### src/rtl/ofdm_frame_sched.sv
// OFDM frame scheduler: walks N_FFT subcarriers for SYM_PER_FRAME symbols and emits
// null, pilot or source data per carrier into a single registered output stage.
module ofdm_frame_sched #(
    parameter int         N_FFT         = 64,
    parameter int         GUARD         = 6,
    parameter int         PILOT_STEP    = 8,
    parameter int         PILOT_OFF     = 4,
    parameter logic [1:0] PILOT_VAL     = 2'b00,
    parameter int         SYM_PER_FRAME = 4,
    parameter int         GAP_CYC       = 3
) (
    input  logic       clk,
    input  logic       rst,
    input  logic       en,
    input  logic       start,
    input  logic [1:0] data_src,
    input  logic       valid_src,
    output logic       ready_src,
    output logic [1:0] data_out,
    output logic [1:0] type_out,
    output logic       valid_out,
    input  logic       ready_out,
    output logic       sof_out,
    output logic       sos_out,
    output logic       eos_out,
    output logic       busy,
    output logic       done
);

    localparam int K_W   = $clog2(N_FFT);
    localparam int SYM_W = (SYM_PER_FRAME > 1) ? $clog2(SYM_PER_FRAME) : 1;
    localparam int GAP_W = (GAP_CYC > 1) ? $clog2(GAP_CYC) : 1;

    localparam logic [K_W-1:0]   K_LAST   = K_W'(N_FFT - 1);
    localparam logic [SYM_W-1:0] SYM_LAST = SYM_W'(SYM_PER_FRAME - 1);
    localparam logic [GAP_W-1:0] GAP_LAST = GAP_W'((GAP_CYC > 0) ? GAP_CYC - 1 : 0);

    localparam logic [1:0] TYPE_NULL  = 2'b00;
    localparam logic [1:0] TYPE_PILOT = 2'b01;
    localparam logic [1:0] TYPE_DATA  = 2'b10;

    typedef enum logic [1:0] {S_IDLE, S_RUN, S_GAP, S_DRAIN} state_t;

    // Null band is DC plus the centre guard; pilots sit on a fixed comb outside it.
    function automatic logic [1:0] carrier_class(input logic [K_W-1:0] k);
        int ki;
        ki = int'(k);
        if (ki == 0 || (ki >= N_FFT/2 - GUARD && ki <= N_FFT/2 + GUARD - 1))
            return TYPE_NULL;
        else if (ki % PILOT_STEP == PILOT_OFF)
            return TYPE_PILOT;
        else
            return TYPE_DATA;
    endfunction

    state_t             r_state;
    state_t             w_state_next;
    logic [K_W-1:0]     r_k;
    logic [SYM_W-1:0]   r_sym;
    logic [GAP_W-1:0]   r_gap;

    logic               r_valid_out;
    logic [1:0]         r_data_out;
    logic [1:0]         r_type_out;
    logic               r_sof;
    logic               r_sos;
    logic               r_eos;

    logic [1:0]         w_cls;
    logic [1:0]         w_word;
    logic               w_is_data;
    logic               w_last_k;
    logic               w_last_sym;
    logic               w_gap_end;
    logic               w_slot_free;
    logic               w_load;

    assign w_cls       = carrier_class(r_k);
    assign w_is_data   = (w_cls == TYPE_DATA);
    assign w_word      = w_is_data ? data_src : ((w_cls == TYPE_PILOT) ? PILOT_VAL : 2'b00);
    assign w_last_k    = (r_k == K_LAST);
    assign w_last_sym  = (r_sym == SYM_LAST);
    assign w_gap_end   = (r_gap == GAP_LAST);
    assign w_slot_free = !r_valid_out || ready_out;

    // State register; en low freezes the whole machine.
    always_ff @(posedge clk or negedge rst) begin
        if (!rst)
            r_state <= S_IDLE;
        else if (en)
            r_state <= w_state_next;
    end

    always_comb begin
        // NOTE: default first so every path assigns the signal and no latch is inferred.
        w_state_next = r_state;
        case (r_state)
            S_IDLE:  if (start) w_state_next = S_RUN;
            S_RUN: begin
                if (w_load && w_last_k) begin
                    if (w_last_sym)
                        w_state_next = S_DRAIN;
                    else if (GAP_CYC > 0)
                        w_state_next = S_GAP;
                    else
                        w_state_next = S_RUN;
                end
            end
            S_GAP:   if (w_gap_end) w_state_next = S_RUN;
            S_DRAIN: if (!r_valid_out) w_state_next = S_IDLE;
            default: w_state_next = S_IDLE;
        endcase
    end

    // Data carriers load only when the source presents a symbol; null/pilot never wait on it.
    always_comb begin
        ready_src = 1'b0;
        w_load    = 1'b0;
        busy      = (r_state != S_IDLE);
        done      = (r_state == S_DRAIN) && !r_valid_out;
        if (en && r_state == S_RUN && w_slot_free) begin
            ready_src = w_is_data;
            w_load    = !w_is_data || valid_src;
        end
    end

    always_ff @(posedge clk or negedge rst) begin
        if (!rst) begin
            r_k         <= '0;
            r_sym       <= '0;
            r_gap       <= '0;
            r_valid_out <= 1'b0;
            r_data_out  <= 2'b00;
            r_type_out  <= 2'b00;
            r_sof       <= 1'b0;
            r_sos       <= 1'b0;
            r_eos       <= 1'b0;
        end else if (en) begin
            // NOTE: non-blocking assignments so every register samples pre-edge values.
            if (r_state == S_IDLE && start) begin
                r_k   <= '0;
                r_sym <= '0;
                r_gap <= '0;
            end
            if (r_state == S_GAP)
                r_gap <= w_gap_end ? '0 : r_gap + 1'b1;
            if (w_load) begin
                r_k <= r_k + 1'b1;
                if (w_last_k && !w_last_sym)
                    r_sym <= r_sym + 1'b1;
                r_gap       <= '0;
                r_valid_out <= 1'b1;
                r_data_out  <= w_word;
                r_type_out  <= w_cls;
                r_sof       <= (r_k == '0) && (r_sym == '0);
                r_sos       <= (r_k == '0);
                r_eos       <= w_last_k;
            end else if (r_valid_out && ready_out) begin
                r_valid_out <= 1'b0;
            end
        end
    end

    assign valid_out = r_valid_out;
    assign data_out  = r_data_out;
    assign type_out  = r_type_out;
    assign sof_out   = r_sof;
    assign sos_out   = r_sos;
    assign eos_out   = r_eos;

endmodule
### config.mk
export PLATFORM = sky130hd
export DESIGN_NAME = ofdm_frame_sched
export DESIGN_NICKNAME = d
export VERILOG_FILES = /design/src/rtl/ofdm_frame_sched.sv
export SDC_FILE = /design/constraint.sdc
export NUM_CORES = 1
export LEC_CHECK = 0
export CORE_ASPECT_RATIO = 1.2
export CORE_MARGIN = 3
export CORE_UTILIZATION = 46
export CTS_BUF_LIST = sky130_fd_sc_hd__clkbuf_4 sky130_fd_sc_hd__clkbuf_8
export DETAILED_ROUTE_END_ITERATION = 6
export GPL_ROUTABILITY_DRIVEN = 0
export PLACE_DENSITY = 0.69
export REMOVE_ABC_BUFFERS = 1
export SYNTH_ARGS = -nofsm -noshare
export SYNTH_HDL_FRONTEND = slang
export SYNTH_SLANG_ARGS = --single-unit
export TNS_END_PERCENT = 5
### constraint.sdc
create_clock -name clk -period 5.6 [get_ports clk]
set_clock_uncertainty 0.1 [all_clocks]
set_input_delay 0.84 -clock clk [delete_from_list [all_inputs] [get_ports clk]]
set_output_delay 0.84 -clock clk [all_outputs]
set_load 0.1 [all_outputs]
Word level (Yosys, flattened, before mapping)
Cells that the tools add are included.
- add/subtract/negate cells: 3
- order comparisons: 2
- equality and inequality tests: 12
- multiplexer cells: 22
- reduce and logical (&&, ||, !) cells: 28
- operators with widths (operator ; count):
    $mux 2 ; 14
    $logic_not 6->1 ; 2
    $mux 6 ; 2
    $eq 2x2->1 const B ; 5
    $logic_and 1x1->1 ; 9
    $ne 2x2->1 const B ; 4
    $pmux 2 s4 ; 1
    $reduce_and 2->1 ; 4
    $add 6x1->6 const B ; 1
    $eq 6x6->1 const B ; 1
    $ge 6x5->1 const B ; 1
    $le 6x6->1 const B ; 1
    $reduce_bool 2->1 ; 3
    $mux 1 ; 5
    $reduce_and 5->1 ; 1
    $add 2x1->2 const B ; 2
    $logic_not 2->1 ; 2
    $eq 3x3->1 const B ; 1
    $logic_not 1->1 ; 3
    $logic_or 1x1->1 ; 3
    $reduce_bool 3->1 ; 1
    $eq 2x1->1 const B ; 1
- register bits: 20
- bits of input ports: 8
- output and inout bits: 11
- word-level logic and storage cells: 77

Longest topological paths before layout
Gate-level depths: netlist of the first run.
- word-level depth: 11
- depth in mapped cells: 8
- mapped depth without buffers: 7

Worst setup path before layout of the first run
No wires, ideal clock.
- path kind: reg-to-output
- start point: register r_valid_out (netlist: valid_out)
- end point: output done
- arrival time: 2.179 ns
- required time: 4.660 ns
- setup slack: 2.481 ns
- cell stages (with the launch flop): 2
- buffers on the path: 0
- path through: dfrtp_1 -> nor2_1
- word-level cells in the longest chain between the ends: 2
- RTL lines (item ; RTL line ; source):
    from (decl) ; 62 ; logic r_valid_out;
    from (signal assigned) ; 132 ; r_valid_out <= 1'b0;
    from (signal assigned) ; 152 ; r_valid_out <= 1'b1;
    from (signal assigned) ; 159 ; r_valid_out <= 1'b0;
    $logic_not 1->1 ; 120 ; done = (r_state == S_DRAIN) && !r_valid_out;
    $logic_and 1x1->1 ; 120 ;
    to (decl) ; 27 ; output logic done
No other way between the ends.

Worst setup path in the final report of the first run
- start point: input en
- end point: output ready_src
- word-level cells in the longest chain between the ends: 3
- RTL lines (item ; RTL line ; source):
    from (decl) ; 14 ; input logic en,
    $logic_and 1x1->1 (2 in a row) ; 121 ; if (en && r_state == S_RUN && w_slot_free) begin
    $mux 1 ; 121 ;
    to (decl) ; 18 ; output logic ready_src,
No other way between the ends.

==> impl_metrics.env, run 1 <==
export IMPL_end_kind="output port"
export IMPL_rsz0062_at_grt="no"
export IMPL_die_area_sq_mm=0.003147
export IMPL_worstMarginPinSlew_ns=0.9719
export IMPL_syn_area_sq_mm=0.001154
export IMPL_io_pin_count=19
export IMPL_setup_tns_ns=0
export IMPL_clockBufferDepth=2
export IMPL_drc_errors=0
export IMPL_critPathKind="in2out"
export IMPL_power_leakage_nw=0.6071
export IMPL_synth_top_cell_area_share_pct=43.38
export IMPL_nNetsFinal=155
export IMPL_cts_setup_buffers=0
export IMPL_clk_latency_ns=0.29
export IMPL_finalMaxSlewViolations=0
export IMPL_grt_max_degree=21
export IMPL_area_growth_pct=20.17
export IMPL_cpPeakStageDelay_ns=1.14
export IMPL_finalHoldViolCount=0
export IMPL_post_synth_top_area_cell="dfrtp_1"
export IMPL_yosysWarningCount=0
export IMPL_cts_resized=0
export IMPL_synth_simple_area_share_pct=20.61
export IMPL_slew_headroom_pct=35.00
export IMPL_dp_cells=167
export IMPL_dp_hpwl_um=1704
export IMPL_maxCapViolCount=0
export IMPL_grt_overflow=0
export IMPL_synth_seq_area_share_pct=43.38
export IMPL_grt_usage_pct=16.01
export IMPL_clock_sinks=20
export IMPL_wl_per_cell_um=13.16
export IMPL_die_y_um=60.86
export IMPL_grt_pass1_vias=870
export IMPL_crit_arrival_ns=3.31
export IMPL_first_iter_violations=23
export IMPL_cts_buffers=3
export IMPL_ys_ff_latch=20
export IMPL_fin_crit_sh_pct=75.83
export IMPL_cts_tree="done"
export IMPL_vias=959
export IMPL_antenna_found_initial=0
export IMPL_layout_drive_gt1_share_pct=8.571
export IMPL_setup_violations=0
export IMPL_synth_area_top_cells="dfrtp_1 (43%), ha_1 (6.5%), o21ai_0 (4.3%)"
export IMPL_layout_commonest_cell="dfrtp_1"
export IMPL_post_route_min_period_ns=4.246
export IMPL_grt_pass1_wl_um=3788
export IMPL_ir_drop_uv=331.5
export IMPL_ant_nets=0
export IMPL_fmax_mhz=235.5
export IMPL_synth_mux_area_fraction_pct=1.952
export IMPL_postCtsHoldBufs=0
export IMPL_wl_um=2250
export IMPL_synth_top_family_by_area="compound AO/OA/AOI/OAI gates"
export IMPL_synthAdderAreaFrac_pct=6.508
export IMPL_synth_cells=123
export IMPL_initial_core_util_pct=49.52
export IMPL_root_buffer="clkbuf_4"
export IMPL_slowest_stage="clkdlybuf4s50_1"
export IMPL_synth_xor_area_share_pct=0
export IMPL_cp_required_ns=4.66
export IMPL_crit_fanout=8
export IMPL_n_antenna_cell=0
export IMPL_rows=19
export IMPL_vias_per_cell=5.608
export IMPL_path_clk_slew_ns=0.11
export IMPL_worstPathCellList="clkdlybuf4s50_1 > nor2b_1 > and3_1 > and3_1 > clkdlybuf4s50_1"
export IMPL_outcome="finished clean"
export IMPL_power_density_mw_per_mm2=511.6
export IMPL_yosysUniqueCellTypes=34
export IMPL_die_x_um=51.72
export IMPL_start_kind="input port"
export IMPL_hold_path_class="reg2reg"
export IMPL_final_cell_mix="dfrtp_1 (20), clkdlybuf4s50_1 (18), nand2_1 (13)"
export IMPL_layoutNonFillerInstCount=171
export IMPL_core_area_sq_mm=0.002330
export IMPL_synth_compound_area_share_pct=22.34
export IMPL_htree_levels=1
export IMPL_first_pass_iters=4
export IMPL_numPortBuffers=18
export IMPL_avgSynthCellArea_sq_um=9.379
sequential cells by signal, indices dropped and copies added (netlist names):
register and flops:
data_out 2, eos_out 1, r_gap 2, r_k 6, r_state 2, r_sym 2
sof_out 1, sos_out 1, type_out 2, valid_out 1
layer usage:
| layer | share of wire (%) | global-route usage (%) | up-vias | wire length, um |
|---|---|---|---|---|
| met5 | 0 | 0 | - | 0 |
| met4 | 0.76 | 5.618 | 0 | 17 |
| met3 | 3.4 | 3.440 | 2 | 77 |
| met2 | 50 | 27.09 | 15 | 1117 |
| met1 | 46 | 20.25 | 471 | 1038 |
| li1 | - | - | 471 | - |
per-stage QoR:
stage | utilization (%) | cell area, sq um | total power, mW | setup WS, ns | hold slack (ns)
2_1_floorplan | - | 1124 | 0.5316 | 2.481 | 0.3805
3_3_place_gp | 57.95 | 1350 | 0.6251 | 1.420 | 0.3652
3_5_place_dp | 57.95 | 1350 | 0.6313 | 1.368 | 0.3707
4_1_cts | 59.51 | 1386 | 0.7175 | 1.364 | 0.4050
5_1_grt | 59.51 | 1386 | 0.7560 | 1.278 | 0.4315
6_report | 59.51 | 1386 | 0.7093 | 1.354 | 0.3952
cell families after synthesis:
logic type | Yosys count
and+or+nand+nor | 47
muxes | 2
adders and majority gates | 6
AOI/OAI and AO/OA | 34
buffers and inverters | 14
DFF | 20
critical path, delay by kind of cell:
kind	cells	cell delay [ns]
buf+inv	2	1.74
simple gates	3	0.72
cell usage after synthesis:
cell type  instances
nor3_1             2
a21o_1             2
o31ai_1            2
o2bb2ai_1          1
nand2_1           13
nand3b_1           1
ha_1               6
and3_1             2
a21oi_1            8
a22o_1             1
buf_6              1
nor3b_1            1
nor2_1             8
o311ai_0           1
nor2b_1            2
nand4_1            1
or4_1              1
o21ai_2            1
mux2_2             2
and2_1             2
and3b_1            1
a2111oi_4          1
o211a_1            1
nand2b_1           2
o31ai_2            1
o21ai_0           10
or3_1              3
nand3_1            6
a32o_1             3
o2111a_1           2
or2_2              2
inv_1              8
dfrtp_1           20
clkbuf_1           5
area by class of cell:
class                           count  area (sq um)
Timing Repair Buffer               19         187.7
Inverter                            8         30.03
Fill cell                         216         943.4
Multi-Input combinational cell     89         593.1
Clock buffer                        4         36.28
Sequential cell                    20         500.5
Tap cell                           31         38.79
power by group:
| part | internal, mW | switching, mW | total (mW) | leakage (nW) |
|---|---|---|---|---|
| logic | 0.107 | 0.285 | 0.393 | 0.328 |
| registers | 0.183 | 0.0507 | 0.234 | 0.258 |
| clock network | 0.0396 | 0.0435 | 0.0831 | 0.0210 |
| total | 0.330 | 0.380 | 0.709 | 0.607 |
worst paths after layout:
path / from / to / slack [ns] / cells past startpoint
max in group asynchronous: rst / r_k[2]$_DFFE_PN0P_ / 3.92 / 1
setup / recovery: en / ready_src / 1.35 / 5
setup reg to reg: r_k[0]$_DFFE_PN0P_ / r_k[5]$_DFFE_PN0P_ / 3.10 / 7
min in group asynchronous: rst / data_out[1]$_DFFE_PN0P_ / 0.94 / 1
hold reg to reg: type_out[0]$_DFFE_PN0P_ / type_out[0]$_DFFE_PN0P_ / 0.40 / 1
hold / removal: type_out[0]$_DFFE_PN0P_ / type_out[0]$_DFFE_PN0P_ / 0.40 / 1
No activity file was read; power rests on OpenSTA's default activity.
==> run 2: changes to the inputs <==
==> constraint.sdc (replaced) <==
create_clock -name clk -period 4 [get_ports clk]
set_clock_uncertainty 0.1 [all_clocks]
set_input_delay 0.6 -clock clk [delete_from_list [all_inputs] [get_ports clk]]
set_output_delay 0.6 -clock clk [all_outputs]
set_load 0.1 [all_outputs]
==> impl_metrics.env, run 2 (synthesis gave the netlist of run 1 again) <==
export IMPL_outcome="finished clean"
export IMPL_rows=19
export IMPL_power_leakage_nw=0.6014
export IMPL_cp_required_ns=3.30
export IMPL_first_iter_violations=24
export IMPL_cts_resized=0
export IMPL_area_growth_pct=18.76
export IMPL_ir_drop_uv=499.3
export IMPL_layout_commonest_cell="dfrtp_1"
export IMPL_die_x_um=51.72
export IMPL_final_cell_mix="dfrtp_1 (20), clkdlybuf4s50_1 (17), nand2_1 (13)"
export IMPL_total_power_mw=0.9715
export IMPL_postCtsHoldBufs=0
export IMPL_fin_crit_sh_pct=74.44
export IMPL_layout_drive_gt1_share_pct=8.633
export IMPL_grt_overflow=0
export IMPL_die_area_sq_mm=0.003147
export IMPL_slew_headroom_pct=35.18
export IMPL_grt_usage_pct=17.06
export IMPL_critPathKind="reg2out"
export IMPL_largest_reg_flops=6
export IMPL_cpPeakStageDelay_ns=0.49
export IMPL_rsz0062_at_grt="no"
export IMPL_grt_pass1_vias=905
export IMPL_start_kind="flip-flop"
export IMPL_clock_sinks=20
export IMPL_cts_setup_buffers=0
export IMPL_drc_errors=0
export IMPL_setup_tns_ns=0
export IMPL_fmax_mhz=335.8
export IMPL_hold_path_class="reg2reg"
export IMPL_worstPathCellList="inv_1 > ha_1 > o21ai_2 > a2111oi_4 > nor2_1 > and3_1 > buf_4"
export IMPL_cts_buffers=3
export IMPL_grt_max_degree=21
export IMPL_crit_arrival_ns=2.28
export IMPL_clk_latency_ns=0.29
export IMPL_path_clk_slew_ns=0.11
export IMPL_end_kind="output port"
export IMPL_finalHoldViolCount=0
export IMPL_die_y_um=60.86
export IMPL_n_antenna_cell=0
export IMPL_root_buffer="clkbuf_4"
export IMPL_nNetsFinal=155
export IMPL_first_pass_iters=4
export IMPL_wl_per_cell_um=13.72
export IMPL_vias=948
export IMPL_post_route_min_period_ns=2.978
export IMPL_core_area_sq_mm=0.002330
export IMPL_antenna_found_initial=0
export IMPL_numPortBuffers=18
export IMPL_vias_per_cell=5.576
export IMPL_initial_core_util_pct=49.52
export IMPL_cts_tree="done"
export IMPL_io_pin_count=19
export IMPL_crit_fanout=7
export IMPL_setup_violations=0
export IMPL_maxCapViolCount=0
export IMPL_dp_hpwl_um=1781
export IMPL_grt_pass1_wl_um=4015
export IMPL_htree_levels=1
export IMPL_power_density_mw_per_mm2=709.1
export IMPL_ant_nets=0
export IMPL_finalMaxSlewViolations=0
export IMPL_utilization_pct=58.81
export IMPL_slowest_stage="a2111oi_4"
export IMPL_wl_um=2333
export IMPL_clockBufferDepth=2
export IMPL_regMostFlops="r_k"
export IMPL_worstMarginPinSlew_ns=0.9693
run 2: cell count changes in the layout (fill, tap and decap cells not counted), sizes merged:
cell and change:
buf +1, clkbuf -1, clkdlybuf4s50 -1
run 2: per-layer routing:
metal / global-route usage [%] / wire length (um)
met3: 4.177 / 101
met5: 0 / 0
met2: 30.91 / 1225
met4: 6.367 / 19
met1: 19.38 / 986
run 2: layout make-up:
| cell class | count | area [sq um] |
|---|---|---|
| well taps | 31 | 38.79 |
| flip-flops and latches | 20 | 500.5 |
| repair buffers | 19 | 185.2 |
| clock buffers | 3 | 22.52 |
| multi-input cells | 89 | 593.1 |
| inverters | 8 | 30.03 |
| fillers | 223 | 959.7 |
run 2: worst paths after layout:
kind,cells after the start,slack [ns],end,start
setup / recovery,7,1.02,ready_src,r_k[1]$_DFFE_PN0P_
max in group asynchronous,1,2.57,r_gap[1]$_DFFE_PN0P_,rst
setup reg to reg,7,1.52,r_k[5]$_DFFE_PN0P_,r_k[1]$_DFFE_PN0P_
hold reg to reg,2,0.39,sof_out$_DFFE_PN0P_,sof_out$_DFFE_PN0P_
hold / removal,2,0.39,sof_out$_DFFE_PN0P_,sof_out$_DFFE_PN0P_
min in group asynchronous,1,0.70,sos_out$_DFFE_PN0P_,rst
run 2: power by group:
part | switching (mW) | leakage [nW] | internal [mW] | total (mW)
sequential | 0.0714 | 0.258 | 0.256 | 0.327
combinational | 0.402 | 0.330 | 0.149 | 0.551
clock | 0.0582 | 0.0138 | 0.0350 | 0.0932
run 2: stage by stage:
| stage | cell area (sq um) | worst slack, ns | hold WS (ns) | instances |
|---|---|---|---|---|
| after floorplan | 1124 | 1.121 | 0.2044 | 117 |
| after global placement | 1348 | 1.135 | 0.3636 | 167 |
| after detailed placement | 1348 | 1.103 | 0.3729 | 167 |
| after CTS | 1370 | 1.005 | 0.3983 | 170 |
| after global routing | 1370 | 0.7787 | 0.4308 | 170 |
| final | 1370 | 1.022 | 0.3896 | 170 |
run 2: worst max-delay path: cells and delay by family (launching register included):
family,cells,cell delay [ns]
compound gates,2,0.60
flops,1,0.47
buf+inv,2,0.35
simple gates,2,0.31
fa+ha+maj,1,0.27
==> run 3: changes to the inputs <==
==> constraint.sdc (replaced) <==
create_clock -name clk -period 2.9 [get_ports clk]
set_clock_uncertainty 0.1 [all_clocks]
set_input_delay 0.435 -clock clk [delete_from_list [all_inputs] [get_ports clk]]
set_output_delay 0.435 -clock clk [all_outputs]
set_load 0.1 [all_outputs]
==> impl_metrics.env, run 3 (synthesis gave the netlist of run 1 again) <==
export IMPL_grt_pass1_vias=860
export IMPL_place_ws_ns=0.3844
export IMPL_clockBufferDepth=2
export IMPL_final_area_sq_mm=0.001373
export IMPL_post_route_min_period_ns=2.677
export IMPL_first_pass_iters=4
export IMPL_cts_buffers=3
export IMPL_crit_fanout=7
export IMPL_n_antenna_cell=0
export IMPL_grt_max_degree=21
export IMPL_rows=19
export IMPL_largest_reg_flops=6
export IMPL_swShare_pct=54.16
export IMPL_nNetsFinal=157
export IMPL_numPortBuffers=18
export IMPL_vias_per_cell=5.593
export IMPL_maxCapViolCount=0
export IMPL_outcome="finished clean"
export IMPL_drc_errors=0
export IMPL_wl_um=2306
export IMPL_die_y_um=60.86
export IMPL_grt_overflow=0
export IMPL_htree_levels=1
export IMPL_setup_violations=0
export IMPL_io_pin_count=19
export IMPL_seqPwrFrac_pct=33.1
export IMPL_first_iter_violations=13
export IMPL_utilization_pct=58.92
export IMPL_dp_cells=167
export IMPL_clock_sinks=20
export IMPL_antenna_found_initial=0
export IMPL_net_switching_power_mw=0.7377
export IMPL_end_kind="output port"
export IMPL_postCtsHoldBufs=0
export IMPL_layoutNonFillerInstCount=172
export IMPL_crit_arrival_ns=2.14
export IMPL_n_fill_cell=200
export IMPL_ir_drop_uv=655.9
export IMPL_root_buffer="clkbuf_4"
export IMPL_ant_nets=0
export IMPL_fin_ws_ns=0.2227
export IMPL_regMostFlops="r_k"
export IMPL_slew_headroom_pct=38.69
export IMPL_core_area_sq_mm=0.002330
export IMPL_rsz0062_at_grt="no"
export IMPL_power_density_mw_per_mm2=992.3
export IMPL_combPwrFrac_pct=57.5
export IMPL_hold_path_class="reg2reg"
export IMPL_power_leakage_nw=0.6292
export IMPL_dpl_cell_area_sq_mm=0.001335
export IMPL_layout_drive_gt1_share_pct=17.02
export IMPL_grt_usage_pct=15.59
export IMPL_layout_commonest_cell="dfrtp_1"
export IMPL_finalHoldViolCount=0
export IMPL_setup_tns_ns=0
export IMPL_path_clk_slew_ns=0.11
export IMPL_start_kind="flip-flop"
export IMPL_fin_crit_sh_pct=92.32
export IMPL_area_growth_pct=18.98
export IMPL_wl_per_cell_um=13.41
export IMPL_pwr_share_clk_pct=9.4
export IMPL_critPathKind="reg2out"
export IMPL_final_cell_mix="dfrtp_1 (20), nand2_1 (13), buf_4 (13)"
export IMPL_finalMaxSlewViolations=0
export IMPL_grt_pass1_wl_um=3739
export IMPL_cts_tree="done"
export IMPL_holdWs_ns=0.3929
export IMPL_die_area_sq_mm=0.003147
export IMPL_clk_latency_ns=0.29
export IMPL_cp_required_ns=2.37
export IMPL_cellInternalPower_mw=0.6244
export IMPL_vias=962
export IMPL_fmax_mhz=373.5
export IMPL_worstMarginPinSlew_ns=0.9167
export IMPL_die_x_um=51.72
export IMPL_total_power_mw=1.362
export IMPL_dp_hpwl_um=1714
export IMPL_initial_core_util_pct=49.52
run 3: worst paths after layout:
check                                           to  depth (start not counted)           startpoint  slack [ns]
max in group asynchronous  type_out[0]$_DFFE_PN0P_                          1                  rst        1.59
min in group asynchronous      sos_out$_DFFE_PN0P_                          1                  rst        0.55
max                                      ready_src                          7   r_k[1]$_DFFE_PN0P_        0.22
min                            sof_out$_DFFE_PN0P_                          2  sof_out$_DFFE_PN0P_        0.39
max reg2reg                     r_k[5]$_DFFE_PN0P_                          8   r_k[1]$_DFFE_PN0P_        0.38
min reg2reg                    sof_out$_DFFE_PN0P_                          2  sof_out$_DFFE_PN0P_        0.39
run 3: final cells by class:
| cell class | instances | area [sq um] | share of cell area [%] |
|---|---|---|---|
| Tap cell | 31 | 38.79 | 2.826 |
| Timing Repair Buffer | 21 | 187.7 | 13.67 |
| Multi-Input combinational cell | 89 | 593.1 | 43.21 |
| Clock buffer | 3 | 22.52 | 1.641 |
| Sequential cell | 20 | 500.5 | 36.46 |
| Inverter | 8 | 30.03 | 2.188 |
run 3: power groups by stage:
stage | Clock (mW) | Combinational, mW | Sequential [mW]
after floorplan | 0 | 0.282 | 0.744
after global placement | 0 | 0.753 | 0.454
after detailed placement | 0 | 0.764 | 0.456
after CTS | 0.133 | 0.765 | 0.451
after global routing | 0.147 | 0.832 | 0.467
final | 0.129 | 0.783 | 0.450
run 3: metal layers:
metal	wire (um)	part of all wire, %	up-vias	global-route usage, %
met5	0	0	-	0
met4	33	1.4	0	5.618
met3	97	4.2	4	3.686
met2	1130	49	23	26.18
met1	1046	45	459	19.60
li1	-	-	476	-
run 3: worst max-delay path: stages (launching register included):
cell and delay (ns):
dfrtp_1 0.47, inv_1 0.11, ha_1 0.26, nor2_1 0.11
a2111oi_4 0.40, nor2_1 0.11, and3_1 0.21, buf_12 0.18
run 3: what timing repair did:
action,CTS,global route
setup endpoints to repair,0,1
buffers inserted,0,2
gates resized for setup,0,0
endpoints found under the hold margin,0,0
